File: src/rtl/wb_arbiter.sv
// Writeback arbiter: fixed-priority (LSU > MDU > ALU) selection of one result per cycle into a
// registered register-file write port, plus a pending-write scoreboard for long-latency destinations.
// Optional ALU starvation guard enabled by defining WB_STARVE_GUARD_EN.
module wb_arbiter #(
  parameter int ADDR_W       = 5,
  parameter int DATA_W       = 32,
  parameter int STARVE_LIMIT = 4
) (
  input  logic              clk,
  input  logic              rst_n,
  input  logic              alu_valid_i,
  output logic              alu_ready_o,
  input  logic [ADDR_W-1:0] alu_rd_i,
  input  logic [DATA_W-1:0] alu_data_i,
  input  logic              lsu_valid_i,
  output logic              lsu_ready_o,
  input  logic [ADDR_W-1:0] lsu_rd_i,
  input  logic [DATA_W-1:0] lsu_data_i,
  input  logic              mdu_valid_i,
  output logic              mdu_ready_o,
  input  logic [ADDR_W-1:0] mdu_rd_i,
  input  logic [DATA_W-1:0] mdu_data_i,
  input  logic              issue_valid_i,
  input  logic [ADDR_W-1:0] issue_rd_i,
  input  logic [ADDR_W-1:0] raddr1_i,
  input  logic [ADDR_W-1:0] raddr2_i,
  output logic              hazard1_o,
  output logic              hazard2_o,
  output logic              reg_we_o,
  output logic [ADDR_W-1:0] reg_waddr_o,
  output logic [DATA_W-1:0] reg_wdata_o
);

  localparam int NREG = 2 ** ADDR_W;

  typedef enum logic [1:0] {
    SRC_NONE,
    SRC_LSU,
    SRC_MDU,
    SRC_ALU
  } src_e;

  if (STARVE_LIMIT < 1) begin : g_bad_limit
    $error("wb_arbiter: STARVE_LIMIT must be at least 1");
  end

  src_e              grant;
  logic              lsu_ready;
  logic              mdu_ready;
  logic              alu_ready;
  logic              force_alu;
  logic [ADDR_W-1:0] xfer_rd;
  logic [DATA_W-1:0] xfer_data;

  logic              we_q,      we_d;
  logic [ADDR_W-1:0] waddr_q,   waddr_d;
  logic [DATA_W-1:0] wdata_q,   wdata_d;
  logic [NREG-1:0]   pending_q, pending_d;

`ifdef WB_STARVE_GUARD_EN
  localparam int CNT_W = (STARVE_LIMIT < 1) ? 1 : $clog2(STARVE_LIMIT + 1);

  logic [CNT_W-1:0] starve_q, starve_d;

  assign force_alu = (starve_q == CNT_W'(STARVE_LIMIT));

  // Counts consecutive denied ALU cycles; the forced grant itself clears it.
  always_comb begin
    starve_d = starve_q;
    if (!alu_valid_i || (grant == SRC_ALU)) begin
      starve_d = '0;
    end else if (!alu_ready) begin
      starve_d = starve_q + CNT_W'(1);
    end
  end

  always_ff @(posedge clk or negedge rst_n) begin
    if (!rst_n) begin
      starve_q <= '0;
    end else begin
      starve_q <= starve_d;
    end
  end
`else
  assign force_alu = 1'b0;
`endif

  // Ready depends only on higher-priority valids, never on the source's own valid.
  always_comb begin
    // NOTE: every signal written here gets a default first, so no path leaves it unassigned (no latch).
    lsu_ready = 1'b1;
    mdu_ready = !lsu_valid_i;
    alu_ready = !lsu_valid_i && !mdu_valid_i;
    if (force_alu) begin
      lsu_ready = 1'b0;
      mdu_ready = 1'b0;
      alu_ready = 1'b1;
    end

    grant = SRC_NONE;
    if (alu_valid_i && alu_ready && force_alu) begin
      grant = SRC_ALU;
    end else if (lsu_valid_i && lsu_ready) begin
      grant = SRC_LSU;
    end else if (mdu_valid_i && mdu_ready) begin
      grant = SRC_MDU;
    end else if (alu_valid_i && alu_ready) begin
      grant = SRC_ALU;
    end
  end

  always_comb begin
    xfer_rd   = '0;
    xfer_data = '0;
    unique case (grant)
      SRC_LSU: begin
        xfer_rd   = lsu_rd_i;
        xfer_data = lsu_data_i;
      end
      SRC_MDU: begin
        xfer_rd   = mdu_rd_i;
        xfer_data = mdu_data_i;
      end
      SRC_ALU: begin
        xfer_rd   = alu_rd_i;
        xfer_data = alu_data_i;
      end
      default: ;
    endcase
  end

  always_comb begin
    we_d      = 1'b0;
    waddr_d   = waddr_q;
    wdata_d   = wdata_q;
    pending_d = pending_q;

    // A transfer to x0 completes the handshake but produces no write.
    if ((grant != SRC_NONE) && (xfer_rd != '0)) begin
      we_d    = 1'b1;
      waddr_d = xfer_rd;
      wdata_d = xfer_data;
      if (grant != SRC_ALU) begin
        pending_d[xfer_rd] = 1'b0;
      end
    end

    // Applied after the clear so a newer producer of the same register keeps it pending.
    if (issue_valid_i && (issue_rd_i != '0)) begin
      pending_d[issue_rd_i] = 1'b1;
    end
  end

  always_ff @(posedge clk or negedge rst_n) begin
    if (!rst_n) begin
      // NOTE: the scoreboard is a flop array that must start clean, so it is reset like any control state.
      we_q      <= 1'b0;
      waddr_q   <= '0;
      wdata_q   <= '0;
      pending_q <= '0;
    end else begin
      // NOTE: non-blocking assignments so every flop samples the pre-edge values.
      we_q      <= we_d;
      waddr_q   <= waddr_d;
      wdata_q   <= wdata_d;
      pending_q <= pending_d;
    end
  end

  assign lsu_ready_o = lsu_ready;
  assign mdu_ready_o = mdu_ready;
  assign alu_ready_o = alu_ready;

  assign hazard1_o = (raddr1_i != '0) && pending_q[raddr1_i];
  assign hazard2_o = (raddr2_i != '0) && pending_q[raddr2_i];

  assign reg_we_o    = we_q;
  assign reg_waddr_o = waddr_q;
  assign reg_wdata_o = wdata_q;

endmodule

File: config.mk
export PLATFORM = sky130hd
export DESIGN_NAME = wb_arbiter
export DESIGN_NICKNAME = d
export VERILOG_FILES = /design/src/rtl/wb_arbiter.sv
export SDC_FILE = /design/constraint.sdc
export NUM_CORES = 1
export LEC_CHECK = 0
export ABC_AREA = 1
export BUFFER_PORTS_ARGS = -buffer_cell sky130_fd_sc_hd__buf_2
export CORE_MARGIN = 2
export CORE_UTILIZATION = 52
export CTS_BUF_LIST = sky130_fd_sc_hd__clkbuf_8
export DETAILED_ROUTE_END_ITERATION = 8
export PLACE_DENSITY = 0.95
export SYNTH_ARGS = -nofsm -noshare
export SYNTH_HDL_FRONTEND = slang
export SYNTH_SLANG_ARGS = --single-unit
File: constraint.sdc
create_clock -name clk -period 3.9 [get_ports clk]
set_clock_uncertainty 0.1 [all_clocks]
set_input_delay 0.585 -clock clk [delete_from_list [all_inputs] [get_ports clk]]
set_output_delay 0.585 -clock clk [all_outputs]
set_load 0.01 [all_outputs]
==> results.toml <==
[timing]
hold_violations = 0
hold_ws_ns = 0.214
setup-violations-final = 0
worst_pin_slew_ns = 1.07
final.setup.tns_ns = 0
timing.final.ws_setup_ns = 1.22
max_freq_mhz = 374
finalCritPeriodShare_pct = 68.6
drv_slew = 0
period_needed_ns = 2.68
rsz0062_at_grt = "false"
max_slew_margin_pct = 28.3

[final_layout]
nNetsFinal = 978
drive_gt1_share_pct = 23.9
final_cell_count_no_fill = 955
syn_to_final_growth_pct = 25.1
stdcell_area_um2 = 5410
fin_util_pct = 66.5
diodes = 0

[placed_design]
dp.cells = 940
place_ws_ns = 0.928
placed_cell_area_um2 = 5220
portBuffers = 173
dpl.hpwl_mm = 9.99
globalplace.congestion = 0.928

[yosys]
synth_area_leaders = "dfrtp_1 41%, nand2_1 33%, nand3_1 11%"
syn_area_um2 = 4320
synth_ff_type = "dfrtp_1"
synthArstFlopShare_pct = 100
netlist.area_leader.share_pct = 40.5
syn_nets = 818
yosysSeqAreaShare_pct = 40.5
yosysWarnings = 0
ys_ff_latch = 70
synthCells = 686
synth_top_area_cell = "dfrtp_1"
synth_edf_count = 0
synth.distinct_cells = 21
synth_area_per_cell_um2 = 6.30

[clock_tree]
insertion_delay_ns = 0.35
post_cts_resized = 0
cts_tree = "done"
cts_setup_buffers = 0
hold_buffers = 0
clkSinkCount = 70
clockBufferDepth = 2
clk_pin_slew_worst_paths_ns = 0.07
root_buffer = "clkbuf_8"
numCtsBuffers = 9
htree_levels = 3

[setup_path]
cp.required_ns = 3.21
crit_path_max_fanout = 18
max_stage_delay_ns = 0.33
path_buf_inv = 4
path_cells = "buf_2 > inv_1 > nand2_1 > nand3_1 > nand2_1 > nand2_1 > nand2_1 > inv_1 > nand2_1 > nand2_1 > nand2_1 > buf_2"
worstPathArrival_ns = 1.99
rr_endpoint = "pending_q[13]"
endpoint_kind = "primary output"
slowest_stage = "inv_1"
r2r_start = "pending_q[13]"
cp_common_cell = "nand2_1"
crit_family = "buffers and inverters"
worst-setup-path-type = "input port to primary output"
r2r_setup_slack_ns = 3.08
start_kind = "input port"
r2r_cells = 2

[global_routing]
use_met3_pct = 5.93
grt_use_met2_pct = 53.1
first_global_vias = 4960
gr-max-usage-layer = "met2"
grt_use_met1_pct = 37.4
overflow = 0
antenna_found_initial = 0
grt_usage_pct = 31.7
grt_pass1_wl_mm = 22.3
grt_max_degree = 41

[power_and_ir_drop]
p_clk_share_pct = 27.2
cellPowerDensity_nw_per_um2 = 390
p_int_mw = 1.38
irDropWorstVdd_mv = 0.206
leakage_nw = 3.19
switchingPower_uw = 726
p_comb_share_pct = 28.1
finalPower_mw = 2.11
power_frac_seq_pct = 44.6
switching_share_pct = 34.4

[drt]
postRouteAntennaNets = 0
dr.pass1.iters = 6
via_per_inst = 5.25
via_count = 5015
post_drt_wl_per_cell_um = 13.8
post-route-drc-count = 0
drt_iter0_drc = 340
wl_mm = 13.2

[floorplanning]
initial_core_util_pct = 53.1
core-area_um2 = 8130
io-pin-count = 175
fp.dieArea_um2 = 9060
die-height_um = 95.2
fp-row-count = 33
die_w_um = 95.2

[run]
cap_viol_max_count = 0

[outcome]
status = "finished clean"

[min_path]
hold_path_class = "input port to asynchronous set/reset pin"
[worst max path at each step]
stage	from	slack, ns	depth (start not counted)	endpoint
floorplan	raddr2_i[0]	1.55	12	hazard2_o
global placement	lsu_valid_i	1.07	10	reg_wdata_o[18]
detailed placement	lsu_valid_i	0.93	10	reg_wdata_o[22]
CTS	lsu_valid_i	1.25	10	reg_wdata_o[26]
global route	lsu_valid_i	1.02	10	reg_wdata_o[26]
finish	raddr1_i[0]	1.22	12	hazard1_o
[worst reg2reg max path, delay by kind of cell, from the launching register on]
kind / cells / cell delay (ns)
AOI/OAI and AO/OA: 1 / 0.11
DFF: 1 / 0.39
and+or+nand+nor: 1 / 0.10
[logic make-up after synthesis]
kind of cell / share of synthesized area [%]
AO/OA/AOI/OAI: 4.17
buffers and inverters: 7.50
flip-flops: 40.5
AND/OR/NAND/NOR: 47.7
other: 0.0868
[registers in the layout (all words and copies together) (netlist names)]
name and cells:
pending_q 32, reg_wdata_o 32, reg_waddr_o 5, reg_we_o 1
[power by group through the flow]
stage          registers [mW]  logic, mW  clock network (mW)
2_1_floorplan           0.948      0.345                   0
3_3_place_gp            0.947      0.569                   0
3_5_place_dp            0.951      0.585                   0
4_1_cts                 0.939      0.590               0.570
5_1_grt                 0.955      0.687               0.601
6_report                0.942      0.593               0.575
[layout make-up]
class | count | area, µm²
Fill cell | 713 | 2730
Timing Repair Buffer | 175 | 881
Multi-Input combinational cell | 535 | 2250
Clock buffer | 10 | 138
Inverter | 55 | 206
Tap cell | 105 | 131
Sequential cell | 70 | 1750
Clock inverter | 5 | 51.3
[layout by cell type (no fill, tap or decap), types with 10 or more instances in the layout]
cell type	synthesis	final
inv_1	51	52
o21ai_0	31	31
dfrtp_1	70	70
nand3_1	91	91
buf_2	4	173
nor3_1	10	10
nand2_1	375	375
clkbuf_8	0	10
nor2_1	12	11
[metal layers]
layer / wire (µm) / up-vias / part of all wire, %
met5: 0 / - / 0
met4: 708 / 0 / 5.4
met3: 1110 / 63 / 8.4
met2: 6300 / 277 / 48
met1: 5080 / 2223 / 39
li1: - / 2452 / -
[cells in the mapped netlist (3+ instances only)]
library cell  number
nand2_1          375
nand3_1           91
dfrtp_1           70
inv_1             51
o21ai_0           31
clkbuf_1          18
nor2_1            12
nor3_1            10
buf_2              4
buf_4              4
nand2_2            3
nand3_2            3
No activity file was read; power rests on OpenSTA's default activity.
